--- src/rtl/bcd_pkg.sv ---
// -----------------------------------------------------------------------------
// bcd_pkg
// Shared definitions for the binary-to-BCD display controller:
//   - state_e   : conversion FSM states
//   - SEG_BLANK : all segments off (active-low)
//   - SEG_DIGIT : active-low {g,f,e,d,c,b,a} patterns for digits 0..9
//   - BCD_MAX   : largest value representable on four BCD digits
//   - dd_adjust : the per-nibble "add 3 if >= 5" double-dabble correction
// -----------------------------------------------------------------------------
package bcd_pkg;

    typedef enum logic [1:0] {
        IDLE  = 2'd0,
        SHIFT = 2'd1,
        DONE  = 2'd2
    } state_e;

    localparam logic [6:0] SEG_BLANK = 7'h7F;

    localparam logic [6:0] SEG_DIGIT [10] = '{
        7'h40, 7'h79, 7'h24, 7'h30, 7'h19,
        7'h12, 7'h02, 7'h78, 7'h00, 7'h10
    };

    localparam int unsigned BCD_MAX = 9999;

    function automatic logic [3:0] dd_adjust(input logic [3:0] nib);
        return (nib >= 4'd5) ? nib + 4'd3 : nib;
    endfunction

endpackage

--- src/rtl/bcd_seg7_decode.sv ---
// -----------------------------------------------------------------------------
// bcd_seg7_decode
// Purely combinational 4-bit to 7-segment decoder, active-low outputs.
// Non-decimal nibbles (10..15) produce a blank pattern.
//   nib_i : nibble to decode
//   seg_o : segments {g,f,e,d,c,b,a}, active-low
// -----------------------------------------------------------------------------
module bcd_seg7_decode
    import bcd_pkg::*;
(
    input  logic [3:0] nib_i,
    output logic [6:0] seg_o
);

    always_comb begin
        seg_o = SEG_BLANK;
        if (nib_i < 4'd10) begin
            seg_o = SEG_DIGIT[nib_i];
        end
    end

endmodule

--- src/rtl/bcd_display_ctrl.sv ---
// -----------------------------------------------------------------------------
// bcd_display_ctrl
// Converts an N-bit unsigned value to four BCD digits with a sequential
// double-dabble (one shift per clock) and drives a multiplexed 4-digit
// common-anode style display with leading-zero blanking.
//
// Ports
//   clk        : clock, rising edge
//   rst_n      : reset, asynchronous assert / synchronous release, active-low
//   start      : conversion request, only honoured in IDLE
//   binary     : value to convert, captured when start is accepted
//   busy       : conversion in progress (cycles 1..N+1 after the accept edge)
//   done       : one-cycle pulse coincident with the result update
//   ovf        : last accepted value exceeded 9999 (result shows 9999)
//   thousands, hundreds, tens, ones : registered BCD result
//   an         : digit enables, active-low, an[0] = ones
//   seg        : registered segment pattern {g,f,e,d,c,b,a}, active-low
//
// Handshake: start is a level request; it is sampled on every rising edge
// while the FSM is in IDLE and is ignored (not queued) in SHIFT and DONE.
// -----------------------------------------------------------------------------
module bcd_display_ctrl
    import bcd_pkg::*;
#(
    parameter int N           = 14,
    parameter int REFRESH_DIV = 50000
) (
    input  logic         clk,
    input  logic         rst_n,
    input  logic         start,
    input  logic [N-1:0] binary,
    output logic         busy,
    output logic         done,
    output logic         ovf,
    output logic [3:0]   thousands,
    output logic [3:0]   hundreds,
    output logic [3:0]   tens,
    output logic [3:0]   ones,
    output logic [3:0]   an,
    output logic [6:0]   seg
);

    localparam int CW = $clog2(N + 1);
    localparam int PW = (REFRESH_DIV > 2) ? $clog2(REFRESH_DIV) : 1;
    localparam logic [15:0] ALL_NINES = 16'h9999;

    // Reset release is retimed by a single flop so that every other flop
    // leaves reset on the same edge; assertion stays asynchronous.
    logic rst_sync_q;
    always_ff @(posedge clk or negedge rst_n) begin
        if (!rst_n) rst_sync_q <= 1'b0;
        else        rst_sync_q <= 1'b1;
    end

    // ---------------- conversion FSM ----------------
    state_e         state_q, state_d;
    logic [CW-1:0]  cnt_q;
    logic [N-1:0]   sr_q;
    logic [15:0]    work_q;
    logic           ovf_pend_q;
    logic [15:0]    result_q;
    logic           ovf_q, busy_q, done_q;
    logic           accept, step, load, busy_d;
    logic [15:0]    adj;

    always_ff @(posedge clk or negedge rst_sync_q) begin
        if (!rst_sync_q) state_q <= IDLE;
        else             state_q <= state_d;
    end

    always_comb begin
        state_d = state_q;
        unique case (state_q)
            IDLE:    if (start) state_d = SHIFT;
            SHIFT:   if (cnt_q == CW'(N - 1)) state_d = DONE;
            DONE:    state_d = IDLE;
            default: state_d = IDLE;
        endcase
    end

    always_comb begin
        accept = 1'b0;
        step   = 1'b0;
        load   = 1'b0;
        busy_d = 1'b0;
        unique case (state_q)
            IDLE:    accept = start;
            SHIFT:   begin step = 1'b1; busy_d = 1'b1; end
            DONE:    begin load = 1'b1; busy_d = 1'b1; end
            default: ;
        endcase
    end

    assign adj = {dd_adjust(work_q[15:12]), dd_adjust(work_q[11:8]),
                  dd_adjust(work_q[7:4]),   dd_adjust(work_q[3:0])};

    // busy/done are registered from the state, so they lag it by one cycle:
    // the DONE state is what produces the done pulse and the result load.
    always_ff @(posedge clk or negedge rst_sync_q) begin
        if (!rst_sync_q) begin
            cnt_q      <= '0;
            sr_q       <= '0;
            work_q     <= '0;
            ovf_pend_q <= 1'b0;
            result_q   <= '0;
            ovf_q      <= 1'b0;
            busy_q     <= 1'b0;
            done_q     <= 1'b0;
        end else begin
            busy_q <= busy_d;
            done_q <= load;
            if (accept) begin
                sr_q       <= binary;
                work_q     <= '0;
                cnt_q      <= '0;
                ovf_pend_q <= (32'(binary) > BCD_MAX);
            end else if (step) begin
                // Bit shifted out of the thousands nibble is dropped; values
                // above 9999 are caught by ovf_pend_q instead.
                {work_q, sr_q} <= {adj[14:0], sr_q, 1'b0};
                cnt_q          <= cnt_q + CW'(1);
            end
            if (load) begin
                ovf_q    <= ovf_pend_q;
                result_q <= ovf_pend_q ? ALL_NINES : work_q;
            end
        end
    end

    assign busy      = busy_q;
    assign done      = done_q;
    assign ovf       = ovf_q;
    assign thousands = result_q[15:12];
    assign hundreds  = result_q[11:8];
    assign tens      = result_q[7:4];
    assign ones      = result_q[3:0];

    // ---------------- display scan ----------------
    logic [PW-1:0] presc_q;
    logic [1:0]    idx_q;
    logic          tc;
    logic [3:0]    sel_nib;
    logic          blank;
    logic [6:0]    dec_seg;
    logic [6:0]    seg_q;

    assign tc = (presc_q == PW'(REFRESH_DIV - 1));

    always_ff @(posedge clk or negedge rst_sync_q) begin
        if (!rst_sync_q) begin
            presc_q <= '0;
            idx_q   <= 2'd0;
        end else begin
            presc_q <= tc ? '0 : presc_q + PW'(1);
            if (tc) idx_q <= idx_q + 2'd1;
        end
    end

    // A digit is blanked while it and every more significant digit are zero.
    always_comb begin
        sel_nib = result_q[3:0];
        blank   = 1'b0;
        unique case (idx_q)
            2'd0: begin sel_nib = result_q[3:0];   blank = 1'b0;                     end
            2'd1: begin sel_nib = result_q[7:4];   blank = (result_q[15:4]  == '0);  end
            2'd2: begin sel_nib = result_q[11:8];  blank = (result_q[15:8]  == '0);  end
            2'd3: begin sel_nib = result_q[15:12]; blank = (result_q[15:12] == '0);  end
            default: ;
        endcase
    end

    bcd_seg7_decode u_dec (
        .nib_i (sel_nib),
        .seg_o (dec_seg)
    );

    always_ff @(posedge clk or negedge rst_sync_q) begin
        if (!rst_sync_q) seg_q <= SEG_DIGIT[0];
        else             seg_q <= blank ? SEG_BLANK : dec_seg;
    end

    assign an  = ~(4'b0001 << idx_q);
    assign seg = seg_q;

endmodule

--- config.mk ---
export PLATFORM = sky130hd
export DESIGN_NAME = bcd_display_ctrl
export DESIGN_NICKNAME = d
export VERILOG_FILES = /design/src/rtl/bcd_pkg.sv /design/src/rtl/bcd_seg7_decode.sv /design/src/rtl/bcd_display_ctrl.sv
export SDC_FILE = /design/constraint.sdc
export NUM_CORES = 1
export LEC_CHECK = 0
export CAP_MARGIN = 5
export CORE_UTILIZATION = 61
export DETAILED_ROUTE_END_ITERATION = 10
export PLACE_DENSITY_LB_ADDON = 0.05
export SYNTH_ARGS = -nofsm -noshare
export SYNTH_HDL_FRONTEND = slang
export SYNTH_SLANG_ARGS = --single-unit
--- constraint.sdc ---
create_clock -name clk -period 5.3 [get_ports clk]
set_clock_uncertainty 0.05 [all_clocks]
set_input_delay 0.53 -clock clk [delete_from_list [all_inputs] [get_ports clk]]
set_output_delay 0.53 -clock clk [all_outputs]
set_load 0.05 [all_outputs]
==> metrics.md <==
| Metric | Value |
|---|---|
| Slew Limit Fails | 0 |
| Period minus WS final | 2560 ps |
| Clock root buffer | clkbuf_8 |
| Place WS | about 3000 ps |
| Final setup viols | 0 |
| DP HPWL | between 5 and 6 mm |
| Crit path DAT | between 1500 and 2000 ps |
| Syn_nets | about 450 |
| Largest cells by area after synthesis | dfrtp_1 49%, ha_1 7.5%, mux2i_1 5.8% |
| H-tree level count | 3 |
| Initial antenna violation count | 0 |
| Wire per inst | between 10 and 15 um |
| Comb pwr share | 0.371 |
| Latest clock arrival within the worst-skew pair | about 350 ps |
| P_int | 1.268 mW |
| Clock transition at path regs | 80 ps |
| Outcome | finished with violations |
| FP Rows | 29 |
| Register bit total from synthesis | 82 |
| Cts bufs inserted | 9 |
| Die height | between 80 and 90 um |
| TritonRoute pass-1 iters | 8 |
| Vias in the first global route | between 3000 and 4000 |
| Hold WC Path Type | in -> async |
| RSZ-0062 raised after global routing | false |
| First-pass GRT wire length | about 14 mm |
| Final worst setup slack | about 2700 ps |
| Post-synth top area share | 0.4869 |
| Reg2reg path depth | 10 |
| Starting Density | 0.6445 |
| EDFF count, synth | 0 |
| Kind of critical path | reg -> out |
| Syn Area/Cell | 10.13 um2 |
| Sink Count | 82 |
| Slew @ Worst Pin | roughly 1100 ps |
| Max-cap viol count | 0 |
| # diodes | 0 |
| Placer Congestion | just over 0.8 |
| Sw Share | 0.3852 |
| Die X | ~85 um |
| Post-synthesis cell type count | 45 |
| Max Buffers Root-to-Sink | 2 |
| Fin crit share | 0.4831 |
| Synth warnings | 0 |
| Sequential fraction of design power | 0.419 |
| Filler Cell Count | between 400 and 500 |
| Post-synthesis to final-layout area growth | 16.47% |
| Fraction of layout cells with a size suffix above 1 | 0.07860 |
| Crit path launch type | flop |
| Total I/O pin count | between 40 and 50 |
| Post-synthesis sequential area ratio | 0.4932 |
| Post-route setup TNS | 0 ps |
| Antenna viol nets, final | 0 |
| FFs w/ async S/R, synth | 1.000 |
| DRT Wirelength | 7.740 mm |
| Drt drc | 7 |
| DR vias | 3057 |
| Peak Freq | between 0.3 and 0.4 GHz |
| Largest area contributor in the netlist | dfrtp_1 |
| Cells after Synth | around 410 |
| Worst Path Max Fanout | 6 |
| Setup repair bufs after CTS | 0 |
| Mapped Area | approximately 0.0042 mm2 |
| Clock power share | 0.209 |
| Total gr overflow | 0 |
| Largest net degree at the start of global routing | approximately 80 |
| Final #Nets | approximately 500 |
| Failing checks | design-rule violations |
| CP Data Required Time | between 4000 and 5000 ps |
| Synth Flop Type | dfrtp_1 |
| CP Capture Type | output pin |
| Switching power | just under 0.8 mW |
| Final hold violations | 0 |
| Slew headroom | 0.2465 |
| CTS tree | yes |
| IO buf count | 46 |
| Worst vdd ir | ~0.31 mV |
| Power Dens Cells | 425.5 mW/mm2 |
| DR vias/cell | between 5 and 6 |
| Core area | 0.006459 mm2 |
| DRT iter0 DRCs | 152 |
| Cts repair resizes | 0 |
| Die outline area | 0.007159 mm2 |
| GRT Total Usage | 0.2415 |
| Hold-fix buffers, CTS | 0 |
| Leakage power | roughly 2.2 nW |
## critical path, stage by stage (launching register included)
cell             delay, ps
dfrtp_1                380
inv_1                  110
ha_1                   280
inv_1                   70
clkdlybuf4s50_1        790
## state kept, by name, indices dropped and copies added (netlist names), 2 cells and up
name      flops
cnt_q         4
idx_q         2
presc_q      16
result_q     16
seg           7
sr_q         14
state_q       2
work_q       16
## metrics by stage
stage | total power [mW] | instance area [um2] | instances | hold WS, ps | util
2_1_floorplan | 1.430 | 4163 | 411 | 184.4 | -
3_3_place_gp | 1.613 | 4663 | 519 | 388.7 | 0.7220
3_5_place_dp | 1.643 | 4663 | 519 | 400.3 | 0.7220
5_1_grt | 2.189 | 4848 | 535 | 268.2 | 0.7507
6_report | 2.063 | 4848 | 535 | 274.8 | 0.7507
4_1_cts | 2.072 | 4848 | 535 | 270.4 | 0.7507
## final timing paths
path,from,end,slack [ps]
setup / recovery,idx_q[0],an[2],2740
hold / removal,rst_n,rst_sync_q,270
setup reg to reg,idx_q[1],seg[0],2960
hold reg to reg,presc_q[0],presc_q[0],410
max in group asynchronous,rst_sync_q,result_q[15],4120
min in group clk,presc_q[0],presc_q[0],410
## final cells by class
type	count	area, um2	area share
timing repair buffer	47	467.9	0.09652
tap	77	96.34	0.01987
clock buffer	10	127.6	0.02632
sequential	82	2057	0.4243
inverter	27	101.3	0.02090
multi-input combinational	286	1941	0.4003
clock inverter	6	57.56	0.01187
## synth_stat cells (all sizes together), types with 2 or more instances
| cell type | n |
|---|---|
| and2 | 2 |
| o21ai | 36 |
| a222oi | 4 |
| xor2 | 10 |
| nand2b | 12 |
| nand4 | 5 |
| and3 | 2 |
| inv | 27 |
| nand2 | 34 |
| a31o | 6 |
| dfrtp | 81 |
| clkbuf | 8 |
| nor2b | 9 |
| a31oi | 4 |
| nor2 | 36 |
| nor4 | 4 |
| a21oi | 18 |
| and4 | 2 |
| mux2i | 26 |
| o22ai | 2 |
| a21o | 3 |
| buf | 8 |
| o211ai | 3 |
| xnor2 | 14 |
| mux2 | 4 |
| nor3 | 3 |
| nand3 | 16 |
| ha | 25 |
## placed cells by master (no fill, tap or decap), types with 12 or more instances in the layout
cell,n
o21ai_1,18
nor2_1,35
nand2b_1,12
dfrtp_1,80
ha_1,24
nand2_1,34
inv_1,26
xnor2_1,14
o21ai_0,18
nand3_1,16
clkdlybuf4s50_1,46
a21oi_1,18
mux2i_1,24
## power groups by stage
stage | clock [mW] | combinational (mW) | sequential [mW]
floorplan | 0 | 0.423 | 1.01
global placement | 0 | 0.742 | 0.871
detailed placement | 0 | 0.766 | 0.877
CTS | 0.438 | 0.769 | 0.865
global route | 0.464 | 0.842 | 0.884
finish | 0.432 | 0.766 | 0.865
## cells by family (layout without fill, tap and decap cells)
logic type      after synthesis  in the layout  synth area share
fa+ha+maj                    25             25           0.07514
xor+xnor                     24             24           0.05050
other cells                   1              1         0.0009008
compound gates               79             79            0.1133
buf+inv                      43             90           0.04118
mux                          30             30           0.07604
flops                        82             82            0.4932
simple gates                127            127            0.1497
## layer usage
layer | routed length (um) | global-route usage | share of wire | vias up
li1 | - | - | - | 1492
met1 | 3597 | 0.3187 | 0.46 | 1465
met2 | 3704 | 0.4080 | 0.48 | 82
met3 | 297 | 0.03441 | 0.038 | 18
met4 | 140 | 0.09091 | 0.018 | 0
met5 | 0 | 0 | 0 | -
No activity file was read; power rests on OpenSTA's default activity.
